<file path="src/rtl/rv_decode_stage.sv">
// RV32I decode stage: registered decode of all base formats with valid/ready on both sides.
// SKID=1 adds a second entry so in_ready comes straight from a flop.
module rv_decode_stage #(
  parameter int XLEN  = 32,
  parameter int RF_AW = 5,
  parameter int SKID  = 1,
  parameter int CNT_W = 32
) (
  input  logic             clk,
  input  logic             rst_n,
  input  logic             in_valid,
  output logic             in_ready,
  input  logic [31:0]      in_instr,
  input  logic [XLEN-1:0]  in_pc,
  output logic             out_valid,
  input  logic             out_ready,
  output logic [XLEN-1:0]  out_pc,
  output logic [RF_AW-1:0] out_rd_idx,
  output logic [RF_AW-1:0] out_rs1_idx,
  output logic [RF_AW-1:0] out_rs2_idx,
  output logic [XLEN-1:0]  out_imm,
  output logic [2:0]       out_fmt,
  output logic             out_rf_we,
  output logic             out_illegal,
  output logic [9:0]       out_funct,
  output logic [CNT_W-1:0] dec_count
);

  localparam logic [2:0] FMT_R = 3'd0, FMT_I = 3'd1, FMT_S = 3'd2, FMT_B = 3'd3,
                         FMT_U = 3'd4, FMT_J = 3'd5, FMT_NONE = 3'd6;

  typedef struct packed {
    logic [XLEN-1:0]  pc;
    logic [RF_AW-1:0] rd;
    logic [RF_AW-1:0] rs1;
    logic [RF_AW-1:0] rs2;
    logic [XLEN-1:0]  imm;
    logic [2:0]       fmt;
    logic             rf_we;
    logic             illegal;
    logic [9:0]       funct;
  } bundle_t;

  function automatic bundle_t decode(input logic [31:0] instr, input logic [XLEN-1:0] pc);
    bundle_t            b;
    logic signed [31:0] imm32;
    logic [2:0]         fmt;
    b       = '0;
    b.pc    = pc;
    b.funct = {instr[31:25], instr[14:12]};
    fmt     = FMT_NONE;
    if (instr[1:0] == 2'b11) begin
      case (instr[6:0])
        7'b0110111, 7'b0010111:                         fmt = FMT_U;
        7'b1101111:                                     fmt = FMT_J;
        7'b1100011:                                     fmt = FMT_B;
        7'b0100011:                                     fmt = FMT_S;
        7'b0110011:                                     fmt = FMT_R;
        7'b1100111, 7'b0000011, 7'b0010011,
        7'b0001111, 7'b1110011:                         fmt = FMT_I;
        default:                                        fmt = FMT_NONE;
      endcase
    end
    case (fmt)
      FMT_I:   imm32 = {{20{instr[31]}}, instr[31:20]};
      FMT_S:   imm32 = {{20{instr[31]}}, instr[31:25], instr[11:7]};
      FMT_B:   imm32 = {{19{instr[31]}}, instr[31], instr[7], instr[30:25], instr[11:8], 1'b0};
      FMT_U:   imm32 = {instr[31:12], 12'b0};
      FMT_J:   imm32 = {{11{instr[31]}}, instr[31], instr[19:12], instr[20], instr[30:21], 1'b0};
      default: imm32 = '0;
    endcase
    b.fmt     = fmt;
    b.illegal = (fmt == FMT_NONE);
    b.imm     = XLEN'(imm32);
    if (fmt == FMT_R || fmt == FMT_I || fmt == FMT_U || fmt == FMT_J)
      b.rd = RF_AW'(instr[11:7]);
    if (fmt == FMT_R || fmt == FMT_I || fmt == FMT_S || fmt == FMT_B)
      b.rs1 = RF_AW'(instr[19:15]);
    if (fmt == FMT_R || fmt == FMT_S || fmt == FMT_B)
      b.rs2 = RF_AW'(instr[24:20]);
    b.rf_we = (b.rd != '0);
    return b;
  endfunction

  bundle_t          new_b;
  bundle_t          out_q, out_d, skid_q, skid_d;
  logic             out_vld_q, out_vld_d, skid_full_q, skid_full_d;
  logic [CNT_W-1:0] cnt_q, cnt_d;
  logic             accept, out_fire, out_free;

  assign new_b    = decode(in_instr, in_pc);
  assign in_ready = (SKID != 0) ? !skid_full_q : (!out_vld_q || out_ready);
  assign accept   = in_valid && in_ready;
  assign out_fire = out_vld_q && out_ready;
  assign out_free = !out_vld_q || out_ready;

  // Skid never fills while accepting: in_ready is low whenever it is full.
  always_comb begin
    out_d       = out_q;
    out_vld_d   = out_vld_q;
    skid_d      = skid_q;
    skid_full_d = skid_full_q;
    cnt_d       = cnt_q + CNT_W'(out_fire);
    if (out_free) begin
      if (skid_full_q) begin
        out_d       = skid_q;
        out_vld_d   = 1'b1;
        skid_full_d = 1'b0;
      end else begin
        out_vld_d = accept;
        if (accept) out_d = new_b;
      end
    end else if (accept && SKID != 0) begin
      skid_d      = new_b;
      skid_full_d = 1'b1;
    end
  end

  always_ff @(posedge clk) begin
    if (!rst_n) begin
      out_q       <= '0;
      skid_q      <= '0;
      out_vld_q   <= 1'b0;
      skid_full_q <= 1'b0;
      cnt_q       <= '0;
    end else begin
      out_q       <= out_d;
      skid_q      <= skid_d;
      out_vld_q   <= out_vld_d;
      skid_full_q <= skid_full_d;
      cnt_q       <= cnt_d;
    end
  end

  assign out_valid   = out_vld_q;
  assign out_pc      = out_q.pc;
  assign out_rd_idx  = out_q.rd;
  assign out_rs1_idx = out_q.rs1;
  assign out_rs2_idx = out_q.rs2;
  assign out_imm     = out_q.imm;
  assign out_fmt     = out_q.fmt;
  assign out_rf_we   = out_q.rf_we;
  assign out_illegal = out_q.illegal;
  assign out_funct   = out_q.funct;
  assign dec_count   = cnt_q;

endmodule

</file>
<file path="config.mk">
export PLATFORM = sky130hd
export DESIGN_NAME = rv_decode_stage
export DESIGN_NICKNAME = d
export VERILOG_FILES = /design/src/rtl/rv_decode_stage.sv
export SDC_FILE = /design/constraint.sdc
export NUM_CORES = 1
export LEC_CHECK = 0
export BUFFER_PORTS_ARGS = -buffer_cell sky130_fd_sc_hd__buf_2
export CORE_UTILIZATION = 25
export DETAILED_ROUTE_END_ITERATION = 8
export HOLD_SLACK_MARGIN = 0.05
export RECOVER_POWER = 50
export SLEW_MARGIN = 40
export SYNTH_ARGS = -nofsm -noshare
export SYNTH_HDL_FRONTEND = slang
export SYNTH_SLANG_ARGS = --single-unit
</file>
<file path="constraint.sdc">
create_clock -name clk -period 2.2 [get_ports clk]
set_input_delay 0.33 -clock clk [delete_from_list [all_inputs] [get_ports clk]]
set_output_delay 0.33 -clock clk [all_outputs]
set_load 0.05 [all_outputs]
</file>
==> qor.txt <==
outcome -> finished, final reports clean
routed wire length -> 28000 microns
relative slew slack -> 0.270
drt wl/cell -> 15.5 microns
Initial Util -> 0.256
worst slew pin tran -> 1100 ps
Warnings, synthesis -> 0
Worst-path clk slew -> 60 ps
CP required -> 2620 ps
post-route ant nets -> 0
Non-Filler Instances -> 1803
CP endpoint kind -> flip-flop
routability cong. -> 0.811
register share of total power -> 0.431
slowest CP cell -> or3_1
Hold Vio Cnt, Final -> 0
ys async rst share -> 0
internal power -> 7130 uW
Inst Count DP -> 1717
layout cells sized above 1 -> 0.143
Mean Syn Cell Area -> 8.90 sq um
Final WS setup -> 121 ps
initial antenna violation count -> 1
area growth from synthesis to layout -> 29.0%
peak ir drop on the vdd network -> 595 uV
# DRC -> 0
core area -> 37000 sq um
Final Skew -> 18.6 ps
CTS sink cnt -> 222
htree depth -> 1
die width -> 197 microns
post-synthesis sequential area ratio -> 0.470
Final Net Count -> 1350
Num CTS Buffers -> 27
DRT iter0 DRCs -> 543
Final Cycle Share -> 0.945
critical path cell sequence -> and2_4 > ha_4 > ha_4 > nand2_2 > or3_1 > nor3_4 > buf_4 > nand3_1 > xnor2_1 > and2_1
Combinational Power Share -> 0.134
CTS root buf -> clkbuf_16
Synth Instances -> 1063
total gr overflow -> 0
Total Power -> 9920 uW
first-pass GRT wire length -> 44000 microns
Setup CP Type -> reg2reg
number of detailed-route iterations in the first pass -> 5
Switch Pwr -> 2800 uW
RSZ-0062 raised after global routing -> false
DIE HEIGHT -> 197 microns
Post-Syn Area -> 9460 sq um
Global Route Usage Sum -> 0.140
Final Max Slew Viols -> 0
Max Root-Sink Buffers -> 3
leakage -> 0.00471 uW
Switching Fraction -> 0.282
# setup viols final -> 0
hpwl dp -> 18400 microns
Crit path top cell by count -> ha_4
path type of the worst min-delay path -> in2reg
Fmax achieved -> 481 MHz
dpl ws -> 2.34 ps
FILL cells -> 3909
later-pin clock latency in the skew report -> 550 ps
number of max-cap violations -> 0
Post-synth EDFFs -> 0
Avg Vias per Cell -> 4.80
predominant post-synthesis flop cell -> dfxtp_1
flop2flop setup slack -> 120 ps
slowest stage delay, CP -> 400 ps
worst-path fanout max -> 4
Net Count, Synth -> 1133
Tmin final -> 2080 ps
Worst Setup Start Kind -> flip-flop
die area -> 38600 sq um
number of port buffers -> 195
vias in the first global route -> 8313
largest net degree at the start of global routing -> 60
Power Dens Cells -> 813 nW/um^2
register bit total from synthesis -> 222
# IOs -> 196
Unique masters post-synth -> 61
vias -> 8654
Cell Rows -> 70
Worst EP arrival -> 2500 ps
clock power share -> 0.435
TritonCTS clock tree -> done
-- power by group through the flow --
stage               Sequential (uW)  Clock, uW  Combinational [uW]
finish                         4280       4310                1330
global route                   4300       4630                1420
detailed placement             4360          0                1310
CTS                            4280       4450                1370
global placement               4360          0                1300
floorplan                      4780          0                 472
-- worst paths after layout --
check	depth (start not counted)	to	start
worst max-delay path	10	dec_count[20]	out_valid
worst min-delay path	3	skid_q[91]	in_pc[29]
worst max register to register	10	dec_count[20]	out_valid
worst min register to register	2	skid_q[73]	skid_q[73]
-- synthesized netlist by cell type, types with 9 or more instances --
library cell | instances | area share
mux2i_1 | 45 | 0.048
nand2_1 | 182 | 0.072
and2_1 | 23 | 0.015
o211a_1 | 44 | 0.047
o21ai_0 | 62 | 0.033
inv_1 | 15 | 0.0059
a22oi_1 | 9 | 0.0071
or3_1 | 24 | 0.016
nor3_1 | 9 | 0.0048
a21boi_0 | 54 | 0.043
nor2b_1 | 12 | 0.0079
nand2b_1 | 9 | 0.0059
a21oi_1 | 52 | 0.028
nand3_1 | 21 | 0.011
nor2_1 | 55 | 0.022
clkbuf_1 | 65 | 0.026
a221oi_1 | 28 | 0.026
dfxtp_1 | 222 | 0.47
xnor2_1 | 9 | 0.0083
o211ai_1 | 20 | 0.016
-- worst max-delay path, delay by kind of cell, from the launching register on --
family        cells  cell delay [ps]
buf+inv           1              160
xor+xnor          1              140
flops             1              350
fa+ha+maj         2              250
simple gates      6             1040
-- placed cells by master (no fill, tap or decap), types with 6 or more instances in the layout --
cell type,n
a21boi_0,54
a21oi_1,52
a221oi_1,28
a22o_1,7
a22oi_1,9
a31o_2,8
and2_1,19
buf_2,67
buf_4,31
clkbuf_1,132
clkbuf_16,27
clkbuf_8,6
dfxtp_1,217
dlygate4sd3_1,36
inv_1,15
mux2i_1,45
nand2_1,181
nand2b_1,9
nand3_1,20
nor2_1,53
nor2b_1,12
nor3_1,9
o211a_1,44
o211ai_1,20
o21ai_0,62
or3_1,24
xnor2_1,9
xor2_1,8
-- per-layer routing --
metal	global-route usage	wire [microns]	vias to the layer above
met5	0	0	-
met4	0.0434	596	0
met3	0.0303	1670	47
met2	0.234	12900	233
met1	0.180	12800	4154
li1	-	-	4220
-- cell type report --
class	count	area (sq um)	share of cell area
timing repair buffer	269	1510	0.124
inverter	15	56.3	0.00461
multi-input combinational	745	4690	0.384
clock buffer	37	773	0.0634
tap	504	631	0.0517
sequential	222	4450	0.365
clock inverter	10	88.8	0.00728
antenna	1	2.50	0.000205
-- kinds of logic after synthesis --
logic type      synth area share
simple gates               0.181
compound gates             0.243
flops                      0.470
buf+inv                   0.0399
mux                       0.0476
xor+xnor                  0.0157
fa+ha+maj                0.00264
-- timing repair --
action / CTS / global route
setup endpoints to repair: 0 / 4
endpoints found under the hold margin: 36 / 0
buffers inserted: 0 / 2
gates resized for setup: 0 / 0
hold buffers: 36 / 0
-- through the flow --
step / TNS [ps] / hold WS (ps) / instance area [sq um] / utilization
detailed placement: 0 / 456 / 11100 / 0.301
finish: 0 / 77.5 / 12200 / 0.330
global placement: 0 / 447 / 11100 / 0.301
floorplan: -39.9 / 441 / 9510 / -
global route: 0 / 72.1 / 12200 / 0.330
CTS: 0 / 52.1 / 12400 / 0.334
-- sequential cells by signal, indices dropped and copies added (netlist names) --
signal / flops
skid_q: 94
dec_count: 32
out_imm: 32
out_pc: 32
out_funct: 10
out_rd_idx: 5
out_rs1_idx: 5
out_rs2_idx: 5
out_fmt: 3
out_illegal: 1
out_rf_we: 1
out_valid: 1
skid_full_q: 1
Power figures use the tool's default switching activity.
